===== src/rtl/tt_vpu_ovi_issue_queue.sv =====
// OVI issue queue: buffers issue packets, tracks in-order next_senior/kill dispatch,
// offers senior head entries to execution and returns one issue credit per freed slot.
module tt_vpu_ovi_issue_queue #(
    parameter int unsigned DEPTH = 4,
    localparam int unsigned PTR_W = $clog2(DEPTH)
) (
    input  logic             clk,
    input  logic             reset_n,
    input  logic             issue_valid,
    input  logic [31:0]      issue_inst,
    input  logic [4:0]       issue_sb_id,
    input  logic [63:0]      issue_scalar_opnd,
    input  logic [39:0]      issue_vcsr,
    output logic             issue_credit,
    input  logic [4:0]       dispatch_sb_id,
    input  logic             dispatch_next_senior,
    input  logic             dispatch_kill,
    output logic             exe_valid,
    input  logic             exe_ready,
    output logic [31:0]      exe_inst,
    output logic [4:0]       exe_sb_id,
    output logic [63:0]      exe_scalar_opnd,
    output logic [39:0]      exe_vcsr,
    output logic [PTR_W:0]   occupancy,
    output logic             err_overflow,
    output logic             err_dispatch
);

    localparam logic [1:0] ST_EMPTY  = 2'd0;
    localparam logic [1:0] ST_ISSUED = 2'd1;
    localparam logic [1:0] ST_SENIOR = 2'd2;
    localparam logic [1:0] ST_KILLED = 2'd3;

    localparam logic [0:0] FSM_INIT = 1'b0;
    localparam logic [0:0] FSM_RUN  = 1'b1;

    localparam logic [PTR_W:0] PTR_ONE   = (PTR_W+1)'(1);
    localparam logic [PTR_W:0] INIT_CRED = (PTR_W+1)'(DEPTH);

    logic [1:0]     st_q    [DEPTH];
    logic [31:0]    inst_q  [DEPTH];
    logic [4:0]     sb_q    [DEPTH];
    logic [63:0]    opnd_q  [DEPTH];
    logic [39:0]    vcsr_q  [DEPTH];

    logic [PTR_W:0]   wr_ptr, dp_ptr, rd_ptr;
    logic [PTR_W-1:0] wr_idx, dp_idx, rd_idx;
    logic [PTR_W:0]   init_cnt;
    logic [0:0]       fsm_q;
    logic             credit_q, err_ovf_q, err_dsp_q;

    logic       full, issue_acc, disp_ev, disp_ok, disp_err, pop;
    logic [1:0] head_st;

    always_comb begin
        wr_idx    = wr_ptr[PTR_W-1:0];
        dp_idx    = dp_ptr[PTR_W-1:0];
        rd_idx    = rd_ptr[PTR_W-1:0];
        full      = (wr_ptr[PTR_W] != rd_ptr[PTR_W]) && (wr_idx == rd_idx);
        issue_acc = issue_valid && !full;
        disp_ev   = dispatch_next_senior || dispatch_kill;
        // Comparing against wr_ptr before this cycle's issue hides same-cycle writes.
        disp_ok   = disp_ev && (dp_ptr != wr_ptr);
        disp_err  = disp_ev && ((dp_ptr == wr_ptr)
                              || (dispatch_next_senior && dispatch_kill)
                              || (dispatch_sb_id != sb_q[dp_idx]));
        head_st   = st_q[rd_idx];
        exe_valid = (head_st == ST_SENIOR);
        pop       = (exe_valid && exe_ready) || (head_st == ST_KILLED);
    end

    always_comb begin
        exe_inst        = exe_valid ? inst_q[rd_idx] : '0;
        exe_sb_id       = exe_valid ? sb_q[rd_idx]   : '0;
        exe_scalar_opnd = exe_valid ? opnd_q[rd_idx] : '0;
        exe_vcsr        = exe_valid ? vcsr_q[rd_idx] : '0;
        occupancy       = wr_ptr - rd_ptr;
        issue_credit    = credit_q;
        err_overflow    = err_ovf_q;
        err_dispatch    = err_dsp_q;
    end

    always_ff @(posedge clk or negedge reset_n) begin
        if (!reset_n) begin
            for (int unsigned i = 0; i < DEPTH; i++) st_q[i] <= ST_EMPTY;
            wr_ptr    <= '0;
            dp_ptr    <= '0;
            rd_ptr    <= '0;
            fsm_q     <= FSM_INIT;
            init_cnt  <= INIT_CRED;
            credit_q  <= 1'b0;
            err_ovf_q <= 1'b0;
            err_dsp_q <= 1'b0;
        end else begin
            // Issue, dispatch and pop never target the same slot in one cycle.
            if (issue_acc) begin
                st_q[wr_idx] <= ST_ISSUED;
                wr_ptr       <= wr_ptr + PTR_ONE;
            end
            if (disp_ok) begin
                st_q[dp_idx] <= dispatch_kill ? ST_KILLED : ST_SENIOR;
                dp_ptr       <= dp_ptr + PTR_ONE;
            end
            if (pop) begin
                st_q[rd_idx] <= ST_EMPTY;
                rd_ptr       <= rd_ptr + PTR_ONE;
            end
            if (issue_valid && full) err_ovf_q <= 1'b1;
            if (disp_err)            err_dsp_q <= 1'b1;

            case (fsm_q)
                FSM_INIT: begin
                    credit_q <= 1'b1;
                    init_cnt <= init_cnt - PTR_ONE;
                    if (init_cnt == PTR_ONE) fsm_q <= FSM_RUN;
                end
                default: credit_q <= pop;
            endcase
        end
    end

    always_ff @(posedge clk) begin
        if (issue_acc) begin
            inst_q[wr_idx] <= issue_inst;
            sb_q[wr_idx]   <= issue_sb_id;
            opnd_q[wr_idx] <= issue_scalar_opnd;
            vcsr_q[wr_idx] <= issue_vcsr;
        end
    end

endmodule


===== config.mk =====
export PLATFORM = sky130hd
export DESIGN_NAME = tt_vpu_ovi_issue_queue
export DESIGN_NICKNAME = d
export VERILOG_FILES = /design/src/rtl/tt_vpu_ovi_issue_queue.sv
export SDC_FILE = /design/constraint.sdc
export NUM_CORES = 1
export LEC_CHECK = 0
export ABC_AREA = 1
export BUFFER_PORTS_ARGS = -buffer_cell sky130_fd_sc_hd__buf_2
export CAP_MARGIN = 20
export CORE_UTILIZATION = 52
export DETAILED_ROUTE_END_ITERATION = 16
export PLACE_DENSITY_LB_ADDON = 0.15
export SLEW_MARGIN = 20
export SYNTH_ARGS = -nofsm -noshare
export SYNTH_HDL_FRONTEND = slang
export SYNTH_SLANG_ARGS = --single-unit

===== constraint.sdc =====
create_clock -name clk -period 8.6 [get_ports clk]
set_input_delay 1.72 -clock clk [delete_from_list [all_inputs] [get_ports clk]]
set_output_delay 1.72 -clock clk [all_outputs]
set_load 0.005 [all_outputs]

[After elaboration in Yosys (flattened, before gate mapping)]
Memory sizes are Yosys's and may differ from the RTL's.
Cells that the tools add are included.
W data, S select, Z words.
Cells by class
  $lt $le $gt $ge: 6
  $add $sub $neg: 5
  bitwise logic cells: 8
  equality and inequality tests: 8
  reductions and logical operators: 15
  muxes and demuxes: 23
Operators with widths (number)
  $mux W64: 1
  $mux W40: 1
  $mux W32: 1
  $mux W8: 3
  $demux W2 S2: 3
  $logic_and A1 B1 Y1: 10
  $mux W2: 5
  $add A3 B1 Y3 const B: 3
  $ge A3 B3 Y1 const B: 3
  $lt A3 B1 Y1 const B: 3
  $not A2 Y3: 3
  $and A8 B8 Y8: 1
  $bwmux W8: 1
  $not A8 Y8: 1
  $mux W1: 6
  $mux W5: 1
  $ne A5 B5 Y1: 1
  $and A4 B4 Y4: 1
  $bmux W2 S2: 1
  $eq A2 B2 Y1 const B: 2
  $logic_or A1 B1 Y1: 4
  $not A4 Y4: 1
  $or A4 B4 Y4: 1
  $eq A3 B1 Y1 const B: 1
  7 further kinds: 7
Storage, ports and cells
  logic and storage cells: 81
  memories: 4
  RAM bits: 564
  output and inout port bits: 148
  input bits: 152
  bits in registers: 24
Memory list
  opnd_q: depth 4, width 64, rd ports 1, clocked after Yosys merged registers in 0, write ports 1, line 43  | logic [63:0] opnd_q [DEPTH];
  vcsr_q: depth 4, width 40, rd ports 1, clocked after Yosys merged registers in 0, write ports 1, line 44  | logic [39:0] vcsr_q [DEPTH];
  inst_q: depth 4, width 32, rd ports 1, clocked after Yosys merged registers in 0, write ports 1, line 41  | logic [31:0] inst_q [DEPTH];
  sb_q: depth 4, width 5, rd ports 2, clocked after Yosys merged registers in 0, write ports 1, line 42  | logic [4:0] sb_q [DEPTH];

[Longest topological paths before layout]
  depth after elaboration: 12
  gate-level depth with buffers: 12
  gate-level depth less buffers: 11

[Least setup slack after synthesis]
Ideal clock, no wire load.
  path kind: input to register
  start: input issue_valid
  end: memory inst_q[1][0], enable pin
  setup time: 0.644 ns
  arrival time: 7.844 ns
  path slack: 0.112 ns
  data required time: 7.956 ns
  stages: 3
  path through: nand2_1 buf_2 nor2_1
Between the ends
  word-level cells in the longest chain between the ends: 3
Ends and longest elaborated chain
  start, declared: line 9  | input logic issue_valid,
  $logic_and A1 B1 Y1: line 60  | issue_acc = issue_valid && !full;
  $mux W1: line 123  | if (issue_acc) begin
  $mux W1 (not written as such): line 124  | inst_q[wr_idx] <= issue_inst;
  end, declared: line 41
Every way passes these cells.

[Worst setup path after layout]
  start: register rd_ptr[0]
  end: output exe_inst[0]
Between the ends
  word-level cells in the longest chain between the ends: 6
  elaborated cells between the ends (all ways): 7
  classes of those cells: eq/ne (1); mux (4); bitwise (1); memory (1)
Ends and longest elaborated chain
  start, declared: line 46  | logic [PTR_W:0] wr_ptr, dp_ptr, rd_ptr;
  start signal, assigned: line 106  | rd_ptr <= rd_ptr + PTR_ONE;
  $not A2 Y3 (not written as such): line 67  | head_st = st_q[rd_idx];
  $bmux W2 S2: line 67
  $mux W2 (not written as such) (2 in a row): line 67
  $eq A2 B2 Y1: line 68  | exe_valid = (head_st == ST_SENIOR);
  $mux W32 (*): line 73  | exe_inst = exe_valid ? inst_q[rd_idx] : '0;
  end, declared: line 20  | output logic [31:0] exe_inst,
Mark *: on every way between the ends. The rest lies on a longest branch, timed or not. The select of a mux whose other input is x is not followed.

==> reports/qor.csv <==
stage,metric,value,unit
floorplan,die_area,0.04633,mm2
routing,wl_per_cell,19.27,um
power_and_ir_drop,p_int,6.324,mW
setup_path,end_kind,output pin,
timing,tightest_slew,1409,ps
clock_tree,cts_hold_buf,0,
setup_path,rrSetupSlack,4630,ps
routing,drt_wl_total,53800,um
min_path,hold_depth,1,
synthesis,synth-edff-count,564,
setup_path,critPathLaunchType,flop,
placement,dp_hpwl,29440,um
timing,worst_clock_skew,20.02,ps
power_and_ir_drop,seqPwrFrac,0.411,
grt,grt_pass1_vias,14750,
grt,grt_pass1_wl,82460,um
grt,grt.overflow.total,0,
power_and_ir_drop,switching_share,0.3723,
synthesis,ys_seq_area_frac,0.7418,
timing,setup_viol,0,
floorplan,dieWidth,215.2,um
timing,max_freq,155.7,MHz
routing,via_per_inst,5.389,
synthesis,synth-seq-cells,588,
routing,initialDrtViolationCount,1336,
setup_path,worstPathArrival,4700,ps
floorplan,start_util,0.5312,
synthesis,netlist_instances,1881,
timing,hold_slack,491.2,ps
clock_tree,cts_setup_buffers,0,
layout,layout-drive-gt1-share,0.2210,
power_and_ir_drop,p_per_area,367.5,mW/mm2
setup_path,cp_data_required_time,6880,ps
power_and_ir_drop,p_leak,9.945,nW
setup_path,path_class,flop to output pin,
timing,rsz0062_at_grt,false,
clock_tree,cts_resized,0,
grt,grt_usage,0.2309,
floorplan,rows,77,
setup_path,crit_fanout,110,
synthesis,netlist_area,0.02364,mm2
floorplan,ios,300,
clock_tree,cts.path.max_buffers,3,
placement,dpl_cell_area,0.02555,mm2
routing,m1WireLength,23290,um
placement,dpl.cell_count,2674,
floorplan,coreArea,0.04451,mm2
layout,syn2layout_area_growth,15.92,%
clock_tree,cts.clk_slew.worst_paths,60,ps
setup_path,r2r-end,opnd_q[1][16],
layout,design_area,0.02741,mm2
timing,hold_viol_final,0,
placement,portBuffers,299,
power_and_ir_drop,clkPwrFrac,0.238,
min_path,worstHoldStart,err_overflow,
synthesis,ys_types,26,
synthesis,ys_warn_count,0,
min_path,hold_class,flop to flop,
layout,multi_input_area,0.005469,mm2
power_and_ir_drop,irDropWorstVdd,0.2868,mV
clock_tree,worstSkewPairLatency,640,ps
routing,drtPass1Iterations,5,
layout,fin_nets,2313,
clock_tree,cts_root_buffer,clkbuf_16,
clock_tree,cts_tree,built,
synthesis,synthFlopType,edfxtp_1,
synthesis,synthesis.nets,2050,
min_path,hold_end,err_overflow,
clock_tree,numCtsBuffers,59,
clock_tree,htreeDepth,2,
layout,fin_cells,2792,
layout,final_cell_mix,"576 x nor2_1, 564 x edfxtp_1, 299 x buf_2, 278 x o21ai_0, 79 x a21oi_2",
routing,drc,0,
synthesis,synth.avg_cell_area,12.57,um2
routing,wl_met3,3099,um
timing,post-route-min-period,6421,ps
power_and_ir_drop,switching_power,3.750,mW
timing,slew_violations,0,
job,drv_cap,0,
routing,met2_wirelength,26100,um
clock_tree,cts_num_sinks,588,
grt,grt_max_degree,206,
power_and_ir_drop,comb_power_share,0.350,
run_status,status,completed,
grt,antenna_found_initial,14,
routing,highest_layer,met5,
routing,vias,15050,
synthesis,synth-async-reset-ratio,0.04082,
placement,globalplace.congestion,0.7998,
floorplan,chipHeight,215.2,um
timing,finalSetupTns,0,ps
layout,layout_commonest_cell,nor2_1,
layout,fillerInstances,3511,
setup_path,rr_startpoint,rd_ptr[0],
routing,ant_nets,0,
timing,min_period_over_period,0.7466,
setup_path,r2r_cells,6,
layout,regArea,0.01755,mm2
timing,relSlewSlack,0.06074,
[power groups by stage]
stage	clock [mW]	sequential, mW	combinational (mW)
final	2.40	4.14	3.53
after global routing	2.55	4.20	3.93
after CTS	2.44	4.14	3.58
after detailed placement	0	4.20	3.56
after global placement	0	4.18	3.52
after floorplan	0	4.20	2.41
[through the flow]
stage	setup slack (ps)	util	power [mW]
after floorplan	111.6	-	6.610
after global placement	2918	0.5741	7.702
after detailed placement	2886	0.5741	7.761
after CTS	2193	0.6146	10.16
after global routing	1892	0.6155	10.68
final	2179	0.6158	10.07
[cell type report]
class                           instances  area share
Sequential cell                       588      0.6401
Clock inverter                         29    0.008947
Clock buffer                           78     0.05683
Antenna cell                           10   0.0009130
Tap cell                              592     0.02702
Multi-Input combinational cell       1145      0.1995
Timing Repair Buffer                  315     0.06154
Inverter                               35    0.005067
[worst max-delay path by stage]
stage	from	to	slack [ps]	depth (start not counted)
4_1_cts	rd_ptr[0]	exe_inst[0]	2190	6
2_1_floorplan	issue_valid	inst_q[1][0]	110	3
5_1_grt	rd_ptr[0]	exe_inst[0]	1890	6
6_report	rd_ptr[0]	exe_inst[0]	2180	6
3_3_place_gp	rd_ptr[0]	exe_inst[1]	2920	6
3_5_place_dp	rd_ptr[0]	exe_inst[1]	2890	6
[sequential cells by signal, indices dropped and copies added, names as in the netlist]
register      flops
dp_ptr            3
err_dispatch      1
err_overflow      1
fsm_q             1
init_cnt          3
inst_q          128
issue_credit      1
opnd_q          256
rd_ptr            3
sb_q             20
st_q              8
vcsr_q          160
wr_ptr            3
[per-layer routing]
metal / track usage / vias up
li1: - / 7160
met1: 0.3074 / 7370
met2: 0.3781 / 414
met3: 0.04728 / 91
met4: 0.08156 / 10
met5: 0 / -
[logic make-up after synthesis]
family                     after synthesis  synth area share
AOI/OAI and AO/OA                      444            0.1071
xor gates and xnor gates                13          0.004816
adders and majority gates               17          0.009314
buffers and inverters                  148           0.02879
DFF                                    588            0.7418
and+or+nand+nor                        671            0.1083
[critical path: stages (launching register included)]
cell and delay, ps:
dfrtp_4 820, inv_6 640, buf_4 920, buf_4 740, o21ai_0 230, a21oi_1 330, buf_2 180
[synthesized netlist by cell type (all sizes together), types with 2 or more instances]
| library cell | n | area share |
|---|---|---|
| nor2 | 580 | 0.092 |
| edfxtp | 564 | 0.72 |
| o21ai | 297 | 0.063 |
| a21oi | 144 | 0.043 |
| nand2 | 65 | 0.010 |
| buf | 58 | 0.014 |
| clkbuf | 55 | 0.0087 |
| inv | 35 | 0.0057 |
| dfrtp | 23 | 0.024 |
| nand3 | 23 | 0.0049 |
| ha | 16 | 0.0085 |
| xor2 | 7 | 0.0026 |
| xnor2 | 6 | 0.0022 |
| nand3b | 2 | 0.00063 |
| o21bai | 2 | 0.00063 |
Power figures use the tool's default switching activity.
